## src/rtl/universal_shift_reg_ctrl.sv

```systemverilog
// ---------------------------------------------------------------------------
// universal_shift_reg_ctrl
//   N-bit shift register with a multi-cycle shift controller. A parallel load
//   or a start request is accepted in IDLE. A start shifts the register by the
//   captured amount, one bit per clock, in one of four modes.
//
//   Optional feature macro: SHIFT_ABORT_EN (adds the abort input).
//
// Ports
//   clk         in   rising-edge clock
//   reset       in   asynchronous, active-high reset
//   load_en     in   parallel load request (IDLE only, wins over start)
//   data_in     in   [N-1:0] parallel load data
//   start       in   shift request (IDLE only)
//   mode        in   [1:0] 00 lsr, 01 lsl, 10 ror, 11 asr (captured on start)
//   amount      in   [CNT_W-1:0] number of 1-bit shifts (captured on start)
//   serial_in   in   fill bit for lsr/lsl, sampled every shift cycle
//   data_out    out  [N-1:0] register contents
//   serial_out  out  bit shifted out by the most recent shift
//   busy        out  high while in SHIFT
//   done        out  one-cycle completion pulse
//   abort       in   (SHIFT_ABORT_EN only) cancel a running shift
//
// Request semantics: load_en and start are single-cycle level requests that
// are accepted only on an edge where state is IDLE; in SHIFT and DONE they are
// ignored and not remembered. busy is the "not ready" indication. The internal
// enum signal `state` is the observable FSM state for checkers.
// ---------------------------------------------------------------------------
module universal_shift_reg_ctrl #(
  parameter int N     = 14,
  parameter int CNT_W = $clog2(N + 1)
) (
  input  logic             clk,
  input  logic             reset,
  input  logic             load_en,
  input  logic [N-1:0]     data_in,
  input  logic             start,
  input  logic [1:0]       mode,
  input  logic [CNT_W-1:0] amount,
  input  logic             serial_in,
`ifdef SHIFT_ABORT_EN
  input  logic             abort,
`endif
  output logic [N-1:0]     data_out,
  output logic             serial_out,
  output logic             busy,
  output logic             done
);

  typedef enum logic [1:0] {
    S_IDLE  = 2'd0,
    S_SHIFT = 2'd1,
    S_DONE  = 2'd2
  } state_t;

  localparam logic [1:0] M_LSR = 2'b00;
  localparam logic [1:0] M_LSL = 2'b01;
  localparam logic [1:0] M_ROR = 2'b10;
  localparam logic [1:0] M_ASR = 2'b11;

  state_t           state;
  state_t           state_next;
  logic [CNT_W-1:0] cnt;
  logic [1:0]       mode_q;
  logic [N-1:0]     reg_q;
  logic             sout_q;
  logic             abort_req;

`ifdef SHIFT_ABORT_EN
  assign abort_req = abort;
`else
  assign abort_req = 1'b0;
`endif

  // FSM: state register
  always_ff @(posedge clk or posedge reset) begin
    if (reset) begin
      state <= S_IDLE;
    end else begin
      state <= state_next;
    end
  end

  // FSM: next-state logic
  always_comb begin
    state_next = state;
    case (state)
      S_IDLE: begin
        if (!load_en && start) begin
          // A zero-length operation still reports completion.
          state_next = (amount != '0) ? S_SHIFT : S_DONE;
        end
      end
      S_SHIFT: begin
        if (abort_req) begin
          state_next = S_IDLE;
        end else if (cnt == CNT_W'(1)) begin
          state_next = S_DONE;
        end
      end
      S_DONE:  state_next = S_IDLE;
      default: state_next = S_IDLE;
    endcase
  end

  // FSM: outputs decoded from registered state only
  always_comb begin
    busy = 1'b0;
    done = 1'b0;
    case (state)
      S_SHIFT: busy = 1'b1;
      S_DONE:  done = 1'b1;
      default: ;
    endcase
  end

  // Datapath: register, serial output, counter and captured mode
  always_ff @(posedge clk or posedge reset) begin
    if (reset) begin
      reg_q  <= '0;
      sout_q <= 1'b0;
      cnt    <= '0;
      mode_q <= M_LSR;
    end else begin
      case (state)
        S_IDLE: begin
          if (load_en) begin
            reg_q  <= data_in;
            sout_q <= 1'b0;
          end else if (start) begin
            mode_q <= mode;
            cnt    <= amount;
          end
        end
        S_SHIFT: begin
          if (abort_req) begin
            // Keep the partially shifted value; no shift on this edge.
            cnt <= '0;
          end else begin
            cnt <= cnt - CNT_W'(1);
            case (mode_q)
              M_LSR: begin
                reg_q  <= {serial_in, reg_q[N-1:1]};
                sout_q <= reg_q[0];
              end
              M_LSL: begin
                reg_q  <= {reg_q[N-2:0], serial_in};
                sout_q <= reg_q[N-1];
              end
              M_ROR: begin
                reg_q  <= {reg_q[0], reg_q[N-1:1]};
                sout_q <= reg_q[0];
              end
              default: begin // M_ASR
                reg_q  <= {reg_q[N-1], reg_q[N-1:1]};
                sout_q <= reg_q[0];
              end
            endcase
          end
        end
        default: ;
      endcase
    end
  end

  assign data_out   = reg_q;
  assign serial_out = sout_q;

endmodule

```

## config.mk

```make
export PLATFORM = sky130hd
export DESIGN_NAME = universal_shift_reg_ctrl
export DESIGN_NICKNAME = d
export VERILOG_FILES = /design/src/rtl/universal_shift_reg_ctrl.sv
export SDC_FILE = /design/constraint.sdc
export NUM_CORES = 1
export LEC_CHECK = 0
export CORE_MARGIN = 2
export CORE_UTILIZATION = 29
export CTS_CLUSTER_DIAMETER = 120
export DETAILED_ROUTE_END_ITERATION = 6
export SETUP_SLACK_MARGIN = 0.1
export SLEW_MARGIN = 20
export SYNTH_ARGS = -nofsm -noshare
export SYNTH_HDL_FRONTEND = slang
export SYNTH_SLANG_ARGS = --single-unit
```

## constraint.sdc

```tcl
create_clock -name clk -period 1.3 [get_ports clk]
set_input_delay 0.195 -clock clk [delete_from_list [all_inputs] [get_ports clk]]
set_output_delay 0.195 -clock clk [all_outputs]
set_load 0.1 [all_outputs]
```

# Yosys cells after proc, flatten, opt, wreduce, memory -nomap -nowiden
# Cells that the tools add are included.
# totals
inputBits	25
elab_cells	45
register_bits	23
output_inout_bits	17
# classes
n_eq_ne	11
n_reduce_logical	11
mux	15
addsub	1
bitwise_logic	1
# op_table
cell	n
14-bit one-hot mux with 3 select lines	1
14-bit one-hot mux with 2 select lines	1
14-bit 2-to-1 mux	1
2-bit inequality test, second input constant	5
3-bit AND reduction	3
4-bit 2-to-1 mux	2
4-bit one-hot mux with 2 select lines	1
2-bit 2-to-1 mux	3
2-bit by 1-bit == test with 1-bit output, second input constant	2
2-bit == test, second input constant	2
4-bit by 1-bit == test with 1-bit output, second input constant	1
2-bit logical NOT	2
1-bit 2-to-1 mux	4
4-bit by 1-bit inequality test with 1-bit output, second input constant	1
2-bit one-hot mux with 2 select lines	1
2-bit AND reduction	2
4-bit nonzero test	1
4-bit by 1-bit subtractor with 4-bit output, second input constant	1
1-bit one-hot mux with 2 select lines	1
2-bit nonzero test	1
1-bit logical AND	1
1-bit logical NOT	1
1-bit NOT	1

# Depth between registers and ports, before layout
# logic_depth
word_depth	4
ltp_mapped	5
depth_no_buf	5

# Worst setup path before layout
# Ideal clock, no wire load.
# synth_timing
kind	register -> output
start	reg state[0]
end	out done
t_arrival_ns	1.879
stages_incl_launch_ff	3
n_path_buf	1
path_slack_ns	-0.774
path_cell_list	dfrtp_1 -> buf_4 -> nor2b_1
# synth_via
elab_chain_len	2
# synth_rtl
element	line	source
start: declaration	61	state_t state;
start signal: assignment	80	state <= state_next;
2-bit == test	110	case (state)
1-bit 2-to-1 mux	110	
end: declaration	47	output logic done
# Every way passes these cells.

# Final worst setup path
# layout_timing
start	reg state[0]
end	out busy
# layout_via
elab_chain_len	2
# layout_rtl
element	line	source
2-bit by 1-bit == test with 1-bit output	110	
1-bit 2-to-1 mux	110	
end: declaration	46	output logic busy,
# Every way passes these cells.

==> reports/results.txt <==
minimum period implied by the final worst setup slack = 1.42 ns
number of nets in the synthesized netlist = 180
Detailed Routing Iterations Pass 1 = 4
Hold/Removal Path Class = in -> async
row cnt = 25
CTS hold repair buffers = 0
Final ANT Viol Nets = 0
via count of the first global-routing pass = 1,505
global-route wire length before repair = 7.16 mm
required time reported for the critical path endpoint = 1.11 ns
met2 WL post-DR = 2.26 mm
number of sinks driven by the clock tree = 23
via count = 1,411
Top Ports = 42
critical path class = reg -> out
total global-route track usage = 17.2%
wire length reported by the detailed router = 4.36 mm
# port buffers = 41
result of the run = complete, but fails checks
number of max-cap violations = 0
clock tree root buffer cell = sky130_fd_sc_hd__clkbuf_8
layout overhead on the synthesized area = 87.5%
register bit total from synthesis = 23
Syn. warnings = 0
fin. max-slew vios = 0
Overflow after GRT = 0
slew of the pin with the lowest slew margin = 0.366 ns
pin count of the biggest net entering global routing = 24
filler instances = 397
Mapped Avg Cell Area = 9.10 µm²
Crit. End Element = output port
DP Worst Slack = -0.268 ns
TritonCTS clock tree = yes
final setup skew = 0.00278 ns
final setup violation count = 8
area of combinational cells with multiple inputs = 952 µm²
TritonCTS buffer count = 3
area taken by flip-flops and latches = 628 µm²
biggest fanout along the worst timing path = 5
post-route setup slack = -0.120 ns
mean routed wirelength per cell = 16.1 µm
metal1 wirelength = 1.87 mm
violated checks = negative setup slack
final critical-path share of the clock period = 109%
layout cell share with drive strength beyond 1 = 52.1%
highest metal layer with signal wires = met4
relative max-transition margin = 75.4%
number of vias per cell = 5.21
area of the die = 5370 µm²
Floorplan Core Area = 4660 µm²
cells after synthesis = 153
clock-pin slew of the registers on the worst-case setup and hold paths = 0.09 ns
setup repair after global routing missed its margin = yes
arrival time at the worst endpoint = 1.23 ns
Synth area leaders = sky130_fd_sc_hd__dfrtp_1 41%, sky130_fd_sc_hd__o21ai_0 9.3%, sky130_fd_sc_hd__and3b_1 8.2%
Final Hold Viols = 0
post-detailed-route DRC marker count = 0
Longest Clk Path Bufs = 2
met3 WL = 180 µm
cell accounting for the most synthesized area = sky130_fd_sc_hd__dfrtp_1
share of the synthesized area in the top cell type = 41.3%
antenna violations before repair = 0
Final GP Congestion = 0.800
layout net count = 245
die height = 73.3 µm
first-iteration detailed-routing DRC count = 78
HPWL after detailed placement = 2.98 mm
crit path launch type = flop
die outline width = 73.3 µm
H-tree level count = 1
summed instance area of the synthesized netlist = 1390 µm²
diode count = 0
Synth cell types = 34
Seq/Total Area, Yosys = 41.3%
highest clock frequency the design can meet = 0.704 GHz
Initial Utilization = 29.9%
later-pin clock latency in the skew report = 0.26 ns
[placed cells by master, fill, tap and decap left out, drive strengths merged, types with 6 or more instances in the layout]
| cell type | count |
|---|---|
| a211oi | 14 |
| and3b | 13 |
| buf | 47 |
| clkdlybuf4s50 | 24 |
| dfrtp | 23 |
| inv | 7 |
| nand2 | 16 |
| nor3 | 6 |
| o21ai | 27 |
[synthesized netlist by cell type]
library cell / count
sky130_fd_sc_hd__nor2b_1: 2
sky130_fd_sc_hd__and3_1: 1
sky130_fd_sc_hd__o21ai_1: 1
sky130_fd_sc_hd__ha_1: 2
sky130_fd_sc_hd__nor3b_1: 1
sky130_fd_sc_hd__a2bb2oi_1: 1
sky130_fd_sc_hd__mux2_2: 2
sky130_fd_sc_hd__inv_2: 2
sky130_fd_sc_hd__nor4_1: 2
sky130_fd_sc_hd__a21o_1: 2
sky130_fd_sc_hd__nor2_1: 3
sky130_fd_sc_hd__a21oi_1: 3
sky130_fd_sc_hd__buf_4: 2
sky130_fd_sc_hd__o21ai_0: 26
sky130_fd_sc_hd__o32a_1: 1
sky130_fd_sc_hd__a2111oi_0: 1
sky130_fd_sc_hd__mux2i_1: 3
sky130_fd_sc_hd__o22ai_1: 1
sky130_fd_sc_hd__o21ba_2: 1
sky130_fd_sc_hd__o311ai_0: 1
sky130_fd_sc_hd__nor3_1: 6
sky130_fd_sc_hd__dfrtp_1: 23
sky130_fd_sc_hd__nand2_1: 16
sky130_fd_sc_hd__and2_1: 2
sky130_fd_sc_hd__o21bai_2: 1
sky130_fd_sc_hd__a211oi_1: 14
sky130_fd_sc_hd__a2111o_1: 1
sky130_fd_sc_hd__nand2b_1: 2
sky130_fd_sc_hd__and3b_1: 13
sky130_fd_sc_hd__nand3_1: 1
sky130_fd_sc_hd__nand2b_2: 1
sky130_fd_sc_hd__a2111oi_2: 1
sky130_fd_sc_hd__buf_2: 9
sky130_fd_sc_hd__inv_1: 5
[layout make-up]
| class | instances | area share [%] |
|---|---|---|
| sequential | 23 | 24.1 |
| clock inverter | 1 | 0.192 |
| tap | 54 | 2.59 |
| timing repair buffer | 71 | 33.8 |
| multi-input combinational | 112 | 36.5 |
| clock buffer | 3 | 1.58 |
| inverter | 7 | 1.29 |
[flip-flops by register name (all words and copies together), names as in the netlist]
register,count
cnt,4
state,2
serial_out,1
data_out,14
mode_q,2
[cell families (layout without fill, tap and decap cells)]
| kind of cell | after synthesis | in the layout | share of synthesized area, % |
|---|---|---|---|
| AOI/OAI and AO/OA | 55 | 55 | 25.9 |
| and+or+nand+nor | 50 | 50 | 21.0 |
| DFF | 23 | 23 | 41.3 |
| buffers and inverters | 18 | 82 | 6.20 |
| muxes | 5 | 5 | 3.77 |
| adders and majority gates | 2 | 2 | 1.80 |
[final timing paths]
kind                            slack, ns           end        from  cells after the start
worst max-delay path                -0.12          busy    state[0]                      5
worst min-delay path                 0.28   data_out[0]       reset                      3
worst max register to register      -0.08  data_out[13]    state[0]                      6
worst min register to register       0.57    serial_out  serial_out                      2
max in group asynchronous            0.75   data_out[9]       reset                      3
min in group clk                     0.55     mode_q[1]     mode[1]                      2
[metrics by stage]
stage / setup TNS, ns / hold WS, ns / utilization [%] / instance area, µm² / std cells
floorplan: 0 / 0.197 / - / 1490 / 153
CTS: -0.355 / 0.293 / 53.3 / 2480 / 269
global route: -1.26 / 0.318 / 56.0 / 2610 / 271
global placement: -2.58 / 0.542 / 47.7 / 2220 / 257
detailed placement: -3.46 / 0.547 / 47.7 / 2220 / 257
finish: -0.437 / 0.279 / 56.0 / 2610 / 271
[worst max-delay path, cell delays in order, from the launching register on]
cell and delay [ns]:
sky130_fd_sc_hd__dfrtp_1 0.42, sky130_fd_sc_hd__buf_6 0.13, sky130_fd_sc_hd__nand2b_4 0.08, sky130_fd_sc_hd__inv_4 0.05
sky130_fd_sc_hd__buf_12 0.12, sky130_fd_sc_hd__buf_12 0.15
[layer usage]
| metal | vias to the layer above | GRT usage, % |
|---|---|---|
| li1 | 688 | - |
| met1 | 691 | 22.1 |
| met2 | 28 | 28.4 |
| met3 | 4 | 3.43 |
| met4 | 0 | 6.87 |
| met5 | - | 0 |
[timing repair]
item / in CTS / in global routing
resized for setup: 44 / 30
pin swaps: 14 / 13
setup buffers: 8 / 2
endpoints found under the setup margin: 24 / 25
Power is left out: the tool's default activity adds up to more than one toggle a clock period on the data nets, which glitch-free logic cannot reach.
